<file path="src/rtl/alu_core.sv">
// Registered integer ALU: one-cycle latency, result plus {N,Z,C,V} status.
// Define ALU_SHIFT_EN to turn op codes 1100-1111 into LSL/LSR/ASR/ROR; otherwise they return zero.
module alu_core #(
  parameter int DATA_WIDTH = 32
) (
  input  logic                  i_Clk,
  input  logic                  i_Rst_n,
  input  logic [DATA_WIDTH-1:0] i_A,
  input  logic [DATA_WIDTH-1:0] i_B,
  input  logic [3:0]            i_Sigs_Control,
  input  logic                  i_Sig_Carry_In,
  output logic [DATA_WIDTH-1:0] o_ALU_Result,
  output logic [3:0]            o_Status
);

  localparam int MSB = DATA_WIDTH - 1;

  localparam logic [3:0] OP_PASS_A = 4'b0000;
  localparam logic [3:0] OP_PASS_B = 4'b0001;
  localparam logic [3:0] OP_ADD    = 4'b0010;
  localparam logic [3:0] OP_ADC    = 4'b0011;
  localparam logic [3:0] OP_SUB    = 4'b0100;
  localparam logic [3:0] OP_SBC    = 4'b0101;
  localparam logic [3:0] OP_AND    = 4'b0110;
  localparam logic [3:0] OP_OR     = 4'b0111;
  localparam logic [3:0] OP_XOR    = 4'b1000;
  localparam logic [3:0] OP_NOT_B  = 4'b1001;
  localparam logic [3:0] OP_BIC    = 4'b1010;
  localparam logic [3:0] OP_RSB    = 4'b1011;
`ifdef ALU_SHIFT_EN
  localparam logic [3:0] OP_LSL    = 4'b1100;
  localparam logic [3:0] OP_LSR    = 4'b1101;
  localparam logic [3:0] OP_ASR    = 4'b1110;
  localparam logic [3:0] OP_ROR    = 4'b1111;
  localparam int SHW = $clog2(DATA_WIDTH);
`endif

  logic [DATA_WIDTH-1:0] result_q, result_d;
  logic [3:0]            status_q, status_d;

  logic                  cin_add, cin_sub, is_rsb;
  logic [DATA_WIDTH-1:0] sub_m, sub_s;
  logic [DATA_WIDTH:0]   add_w, sub_w;
  logic                  c_d, v_d;
`ifdef ALU_SHIFT_EN
  logic [SHW-1:0]        sh;
  logic [SHW:0]          rol_amt;
  logic [DATA_WIDTH:0]   lsl_w, lsr_w;
  logic signed [DATA_WIDTH:0] asr_w;
  logic [DATA_WIDTH-1:0] ror_r;
`endif

  always_comb begin
    cin_add = (i_Sigs_Control == OP_ADC) & i_Sig_Carry_In;
    cin_sub = (i_Sigs_Control == OP_SBC) & i_Sig_Carry_In;
    is_rsb  = (i_Sigs_Control == OP_RSB);
    sub_m   = is_rsb ? i_B : i_A;
    sub_s   = is_rsb ? i_A : i_B;
    // One extra bit: add_w[MSB+1] is carry-out, sub_w[MSB+1] is borrow-out.
    add_w   = {1'b0, i_A} + {1'b0, i_B} + {{DATA_WIDTH{1'b0}}, cin_add};
    sub_w   = {1'b0, sub_m} - {1'b0, sub_s} - {{DATA_WIDTH{1'b0}}, cin_sub};
`ifdef ALU_SHIFT_EN
    sh      = i_B[SHW-1:0];
    rol_amt = (SHW+1)'(DATA_WIDTH) - {1'b0, sh};
    // Shifted-out bit is caught in the extra position of each widened operand.
    lsl_w   = {1'b0, i_A} << sh;
    lsr_w   = {i_A, 1'b0} >> sh;
    asr_w   = $signed({i_A, 1'b0}) >>> sh;
    ror_r   = (i_A >> sh) | (i_A << rol_amt);
`endif

    result_d = '0;
    c_d      = 1'b0;
    v_d      = 1'b0;
    case (i_Sigs_Control)
      OP_PASS_A: result_d = i_A;
      OP_PASS_B: result_d = i_B;
      OP_ADD, OP_ADC: begin
        result_d = add_w[MSB:0];
        c_d      = add_w[DATA_WIDTH];
        v_d      = (i_A[MSB] == i_B[MSB]) && (result_d[MSB] != i_A[MSB]);
      end
      OP_SUB, OP_SBC, OP_RSB: begin
        result_d = sub_w[MSB:0];
        c_d      = sub_w[DATA_WIDTH];
        v_d      = (sub_m[MSB] != sub_s[MSB]) && (result_d[MSB] != sub_m[MSB]);
      end
      OP_AND:    result_d = i_A & i_B;
      OP_OR:     result_d = i_A | i_B;
      OP_XOR:    result_d = i_A ^ i_B;
      OP_NOT_B:  result_d = ~i_B;
      OP_BIC:    result_d = i_A & ~i_B;
`ifdef ALU_SHIFT_EN
      OP_LSL: begin
        result_d = lsl_w[MSB:0];
        c_d      = lsl_w[DATA_WIDTH];
      end
      OP_LSR: begin
        result_d = lsr_w[DATA_WIDTH:1];
        c_d      = lsr_w[0];
      end
      OP_ASR: begin
        result_d = asr_w[DATA_WIDTH:1];
        c_d      = asr_w[0];
      end
      OP_ROR: begin
        result_d = ror_r;
        c_d      = (sh != '0) & ror_r[MSB];
      end
`endif
      default: result_d = '0;
    endcase

    status_d = {result_d[MSB], (result_d == '0), c_d, v_d};
  end

  always_ff @(posedge i_Clk or negedge i_Rst_n) begin
    if (!i_Rst_n) begin
      result_q <= '0;
      status_q <= 4'b0000;
    end else begin
      result_q <= result_d;
      status_q <= status_d;
    end
  end

  assign o_ALU_Result = result_q;
  assign o_Status     = status_q;

endmodule

</file>
<file path="config.mk">
export PLATFORM = sky130hd
export DESIGN_NAME = alu_core
export DESIGN_NICKNAME = d
export VERILOG_FILES = /design/src/rtl/alu_core.sv
export SDC_FILE = /design/constraint.sdc
export NUM_CORES = 1
export LEC_CHECK = 0
export BUFFER_PORTS_ARGS = -buffer_cell sky130_fd_sc_hd__buf_2
export CORE_MARGIN = 1.5
export CORE_UTILIZATION = 61
export CTS_CLUSTER_DIAMETER = 150
export DETAILED_ROUTE_END_ITERATION = 8
export HOLD_SLACK_MARGIN = 0.05
export PLACE_DENSITY_LB_ADDON = 0.3
export SYNTH_ARGS = -nofsm -noshare
export SYNTH_HDL_FRONTEND = slang
export SYNTH_SLANG_ARGS = --single-unit
export TNS_END_PERCENT = 100
</file>
<file path="constraint.sdc">
create_clock -name i_Clk -period 0.8 [get_ports i_Clk]
set_input_delay 0.16 -clock i_Clk [delete_from_list [all_inputs] [get_ports i_Clk]]
set_output_delay 0.16 -clock i_Clk [all_outputs]
set_load 0.02 [all_outputs]
</file>
==> flow_summary.yaml, run 1 <==
status:
  outcome: "did not finish"
  stop_stage: "4_1_cts"
  error: "[ERROR DPL-0038] Utilization greater than 100%, impossible to legalize"
placed_design:
  port_buffers: 106
  place_worst_setup_slack_ns: -3.62
  place.gp.congestion: 1.13
  dp_hpwl_um: 36500
  dp.cells: 1808
synthesis:
  seq_area_frac_synth_pct: 10.8
  ys_warn_count: 0
  synth.avg_cell_area_um2: 6.85
  yosysTopAreaCell: "ha_1"
  synth-seq-cells: 35
  async_reset_ff_share_pct: 100
  ys_types: 79
  syn-instance-count: 1181
  syn_nets: 1349
  netlist_area_um2: 8090
  yosysTopAreaCellShare_pct: 14.4
  ys_top_cells_by_area: "ha_1, dfrtp_1, a21oi_1, o21ai_0, nand2_1"
  synth-main-ff-cell: "dfrtp_1"
  synth-edff-count: 0
clock_tree:
  cts_root_buffer: "clkbuf_16"
  cts_setup_buffers: 29
  cts_sinks: 35
  cts_resized: 186
  clk_path_buf_depth: 2
  numCtsBuffers: 5
  cts_hold_buf: 1
  htree_num_levels: 2
floorplanning:
  io_pins: 107
  rows: 41
  die_h_um: 118
  fp.dieW_um: 118
  initial_utilization_pct: 63.3
==> cell usage after synthesis, types with 26 or more instances <==
master and number:
ha_1 93, nor3_1 65, o21ai_0 84, nor2_1 85, nand3_1 28, xnor2_1 33, dfrtp_1 35, nand2_1 97
a21oi_1 128, inv_1 85, o22ai_1 26, clkbuf_1 63
==> kinds of logic after synthesis <==
group	share of synthesized area, %
DFF	10.8
and+or+nand+nor	22.8
xor gates and xnor gates	5.85
adders and majority gates	15.4
AOI/OAI and AO/OA	34.8
buffers and inverters	8.03
muxes	2.30
==> stage by stage <==
| stage | cell area [um2] | TNS (ns) |
|---|---|---|
| after floorplan | 8300 | -81.64 |
| after global placement | 12000 | -88.54 |
| after detailed placement | 12000 | -97.09 |
==> run 2, diff against run 1 <==
- CORE_UTILIZATION: 61 -> 40
- CTS_CLUSTER_DIAMETER: 150 -> not set
- HOLD_SLACK_MARGIN: 0.05 -> not set
- PLACE_DENSITY_LB_ADDON: 0.3 -> 0.15
==> flow_summary.yaml, run 2 <==
sta:
  setup_slack_ns: -3.16
  rsz0062_at_grt: "true"
  min_period_ns: 3.96
  fmax_ghz: 0.252
  hold_violations: 0
  setup_violations: 71
  max-slew-margin-rel_pct: 32.2
  worstMarginPinSlew_ns: 1.01
  drv_slew: 0
  period_share_pct: 496
route:
  routed-wl-met2_um: 18000
  viasPerCell: 5.90
  wl_um: 41100
  via_count: 11700
  wl_met1_um: 17400
  wl_met3_um: 3660
  dr.max_layer_used: "met5"
  first_pass_iters: 5
  drtAntennaViolNets: 0
  drt-initial-drc-count: 994
  drc_errors: 0
  avgRoutedWirePerCell_um: 20.8
synthesis:
  synth-main-ff-cell: "dfrtp_1"
  synth_most_common_cell: "a21oi_1"
  synth-seq-cells: 35
  ys_warn_count: 0
  yosysTopAreaCell: "ha_1"
  ys_types: 79
  seq_area_frac_synth_pct: 10.8
  ys_top_cells_by_area: "ha_1, dfrtp_1, a21oi_1, o21ai_0, nand2_1"
  syn-instance-count: 1181
  ys_top_cells_by_count: "a21oi_1, nand2_1, ha_1"
  yosysTopAreaCellShare_pct: 14.4
  syn_nets: 1349
  synth.avg_cell_area_um2: 6.85
  synth-edff-count: 0
  async_reset_ff_share_pct: 100
  netlist_area_um2: 8090
placed_design:
  place_area_um2: 12300
  dp_hpwl_um: 31600
  place.gp.congestion: 1.07
  port_buffers: 106
  place_worst_setup_slack_ns: -3.66
finish:
  final_cell_mix: "buf_4, a21oi_1, nand2_1"
  layout_commonest_cell: "buf_4"
  fin_util_pct: 71.2
  drive_gt1_share_pct: 45.8
  largest_reg_flops: 32
  final_cell_area_um2: 14000
  diodes: 0
  area_delta_synth_final_pct: 73.1
  nNetsFinal: 1880
worst_setup_path:
  required_ns: 1.02
  critical_path_depth: 18
  crit_start: "i_Sigs_Control[0]"
  worstSetupPathType: "primary input to flop"
  cp.arrival_ns: 4.19
  worst-path-buf-inv: 3
  cp_max_fo: 6
  crit_path_max_incr_delay_ns: 0.46
  critPathCaptureType: "flop"
  cp_top_family: "simple AND/OR/NAND/NOR gates"
  start_kind: "primary input"
  cp-endpoint: "o_Status[2]$_DFF_PN0_"
  slowest_stage: "or4_4"
  crit_chain: "buf_4 -> buf_4 -> nor2b_1 -> and3_1 -> fa_2 -> inv_2 -> fa_2 -> or2_4 -> a21oi_4 -> xnor2_1 -> a221oi_2 -> o311ai_2 -> or3_1 -> or4_4 -> nor4_4 -> nand4_1 -> nor4_2 -> and2_1"
status:
  violations: "setup timing"
  outcome: "finished with violations"
grt:
  grt_overflow: 0
  grt_pass1_vias: 11100
  grt_pass1_wl_um: 61200
  antenna_found_initial: 1
  grt_usage_pct: 36.9
  grt_max_degree: 47
clock_tree:
  htree_num_levels: 2
  cts_sinks: 35
  clk_pin_slew_ns: 0.06
  numCtsBuffers: 5
  clk_path_buf_depth: 2
  cts_root_buffer: "clkbuf_16"
  cts_tree: "yes"
floorplanning:
  initial_utilization_pct: 41.2
  dieArea_um2: 21100
  fp.dieW_um: 145
  rows: 51
  core-area_um2: 19700
  io_pins: 107
  die_h_um: 145
run:
  maxCapViolCount: 0
power_and_ir_drop:
  fin_total_pwr_mw: 17.8
  power_density_nw_per_um2: 1270
  ir_drop_mv: 0.761
  total_leakage_power_nw: 6.68
min_path:
  hp-class: "primary input to flop"
[run 2: cell counts after synthesis]
Identical to the previous run, type by type.
[run 2: report_power, final]
part / switching, mW / total (mW) / internal, mW
registers: 0.160 / 2.24 / 2.08
logic: 6.88 / 13.5 / 6.62
clock network: 0.803 / 2.02 / 1.22
[run 2: area by class of cell]
cell class,instances,area (um2)
Fill cell,1649,5650
Timing Repair Buffer,603,4760
Multi-Input combinational cell,980,7550
Inverter,87,339
Sequential cell,35,876
Clock inverter,1,5.00
Tap cell,265,332
Clock buffer,6,139
[run 2: kinds of logic after synthesis]
| logic type | share of synthesized area [%] |
|---|---|
| xor gates and xnor gates | 5.85 |
| muxes | 2.30 |
| buffers and inverters | 8.03 |
| AOI/OAI and AO/OA | 34.8 |
| adders and majority gates | 15.4 |
| and+or+nand+nor | 22.8 |
| DFF | 10.8 |
[run 2: metrics by stage]
step,hold slack (ns),std cells,setup TNS (ns)
after floorplan,-0.136,1181,-81.64
after global placement,0.139,1927,-90.63
after detailed placement,0.139,1927,-92.19
after CTS,0.370,1957,-80.41
after global routing,0.373,1977,-90.09
final,0.365,1977,-84.17
[run 2: metal layers]
metal / vias to the layer above / GRT usage (%)
met4: 2 / 16.6
li1: 5439 / -
met5: - / 0
met1: 5493 / 49.8
met3: 140 / 5.97
met2: 598 / 57.7
[run 2: how the worst min path moves through the flow]
stage             from                         end  cells past startpoint
6_report       i_A[23]  o_ALU_Result[23]$_DFF_PN0_                      5
3_5_place_dp   i_Rst_n   o_ALU_Result[2]$_DFF_PN0_                      2
4_1_cts        i_A[23]  o_ALU_Result[23]$_DFF_PN0_                      5
3_3_place_gp   i_Rst_n   o_ALU_Result[2]$_DFF_PN0_                      2
2_1_floorplan  i_Rst_n   o_ALU_Result[0]$_DFF_PN0_                      0
5_1_grt        i_A[23]  o_ALU_Result[23]$_DFF_PN0_                      5
[run 2: timing repair]
item                                    CTS  global route
pin swaps                                64            73
endpoints found under the setup margin   71            71
buffers inserted                         33            30
gates resized for setup                 190           100
endpoints found under the hold margin    35             0
hold buffers                              1             0
[run 2: worst min-delay path, stage by stage]
cell and delay (ns):
buf_2 0.09, buf_4 0.11, a31oi_1 0.08, o221ai_2 0.07
buf_4 0.11
(Power assumes the default switching activity.)
==> run 3, diff against run 2 <==
- GPL_TIMING_DRIVEN: not set -> 0
==> flow_summary.yaml, run 3 (synthesis results as in run 2) <==
status:
  outcome: "finished with violations"
  violations: "hold timing, setup timing"
worst_setup_path:
  required_ns: 1.02
  worstSetupPathType: "primary input to flop"
  start_kind: "primary input"
  cp.arrival_ns: 4.51
  critPathCaptureType: "flop"
  crit_path_max_incr_delay_ns: 0.46
  cp_max_fo: 4
  crit_chain: "buf_12 -> clkinv_8 -> clkbuf_16 -> or3_4 -> clkbuf_16 -> a21oi_4 -> fa_2 -> inv_4 -> fa_2 -> or2_4 -> a21oi_4 -> xnor2_2 -> a221oi_2 -> o311ai_2 -> or3_1 -> or4_4 -> nor4_4 -> nand4_1 -> nor4_2 -> and2_1"
  slowest_stage: "or4_4"
power_and_ir_drop:
  netSwitchingPower_mw: 7.18
  internal_power_mw: 7.64
  fin_total_pwr_mw: 14.8
  power_density_nw_per_um2: 1340
  switching_share_pct: 48.5
  total_leakage_power_nw: 4.81
  combPwrFrac_pct: 71.2
  p_seq_share_pct: 15.0
  pwr-share-clk_pct: 13.8
  ir_drop_mv: 0.744
sta:
  rsz0062_at_grt: "true"
  fmax_ghz: 0.233
  min_period_ns: 4.29
  period_share_pct: 536
  hold_violations: 35
  setup_violations: 71
  max-slew-margin-rel_pct: 29.8
  worstMarginPinSlew_ns: 1.05
  whs_ns: -0.0360
  setup_slack_ns: -3.49
  drv_slew: 0
finish:
  layout_commonest_cell: "a21oi_1"
  final_cell_mix: "a21oi_1, nand2_1, ha_1"
  nNetsFinal: 1533
  drive_gt1_share_pct: 25.9
  largest_reg_flops: 32
  area_delta_synth_final_pct: 36.3
  diodes: 0
  nFillCells: 1934
grt:
  grt_usage_pct: 35.2
  antenna_found_initial: 0
  grt_pass1_vias: 9743
  grt_max_degree: 36
  grt_overflow: 0
  grt_pass1_wl_um: 57400
route:
  drc_errors: 0
  drt-initial-drc-count: 1235
  viasPerCell: 6.46
  via_count: 10500
  wl_um: 39100
  drtAntennaViolNets: 0
  avgRoutedWirePerCell_um: 24.0
  first_pass_iters: 6
min_path:
  hp-class: "primary input to asynchronous set/reset pin"
clock_tree:
  clk_pin_slew_ns: 0.07
  cts_sinks: 35
  numCtsBuffers: 5
  cts_root_buffer: "clkbuf_16"
  cts_tree: "yes"
  clk_path_buf_depth: 2
  htree_num_levels: 2
placed_design:
  place.gp.congestion: 1.01
  port_buffers: 105
  dp_hpwl_um: 28300
floorplanning:
  rows: 51
  die_h_um: 145
  io_pins: 107
  initial_utilization_pct: 41.2
  dieArea_um2: 21100
  fp.dieW_um: 145
  core-area_um2: 19700
run:
  maxCapViolCount: 0
## run 3: cell count changes in the layout (fill, tap and decap cells not counted), sizes merged
cell / change
buf: -399
dlygate4sd3: -1
clkbuf: +53
## run 3: metrics by stage
stage | TNS (ns) | cells | worst slack [ns] | utilization [%] | area (um2)
6_report | -90.86 | 1630 | -3.49 | 56.1 | 11000
5_1_grt | -93.35 | 1630 | -3.64 | 56.1 | 11000
4_1_cts | -91.81 | 1603 | -3.51 | 53.5 | 10500
3_5_place_dp | -126.75 | 1551 | -5.24 | 46.6 | 9160
3_3_place_gp | -125.39 | 1551 | -5.11 | 46.6 | 9160
2_1_floorplan | -81.64 | 1181 | -3.22 | - | 8300
## run 3: layout make-up
class                   count  area [um2]  area share [%]
repair buffers            181        1440            13.0
plain buffers              75         526            4.76
multi-input cells         980        7370            66.9
flip-flops and latches     35         876            7.94
clock buffers               6         139            1.26
clock inverters             1        5.00          0.0454
inverters                  87         342            3.10
well taps                 265         332            3.01
## run 3: path summary, 6_finish.rpt
kind / start / to / slack [ns] / cells past startpoint
min in group i_Clk: i_A[23] / o_ALU_Result[23]$_DFF_PN0_ / 0.22 / 3
min: i_Rst_n / o_ALU_Result[8]$_DFF_PN0_ / -0.04 / 1
max in group asynchronous: i_Rst_n / o_Status[0]$_DFF_PN0_ / 0.30 / 1
max: i_Sigs_Control[0] / o_Status[2]$_DFF_PN0_ / -3.49 / 20
## run 3: power groups by stage
stage / Sequential, mW / Combinational [mW] / Clock (mW)
after floorplan: 2.59 / 5.06 / 0
after global placement: 2.17 / 8.01 / 0
after detailed placement: 2.17 / 8.01 / 0
after CTS: 2.22 / 9.61 / 2.05
after global routing: 2.26 / 11.1 / 2.10
final: 2.23 / 10.6 / 2.04
## run 3: routing by layer
layer  share of wire [%]  global-route usage (%)
met5                   0                       0
met4                 4.7                    16.9
met3                  12                    7.58
met2                  43                    53.0
met1                  40                    47.3
## run 3: what timing repair did
| action | in CTS | in global routing |
|---|---|---|
| gates resized for setup | 204 | 82 |
| endpoints found under the hold margin | 7 | 0 |
| pin swaps | 56 | 37 |
| endpoints found under the setup margin | 71 | 71 |
| setup buffers | 49 | 40 |
| cloned | 0 | 0 |
## run 3: worst max-delay path: cells and delay by family
kind            cells  cell delay, ns
xor+xnor            1            0.09
buf+inv             5            0.49
simple gates        8            2.38
compound gates      4            0.73
fa+ha+maj           2            0.63
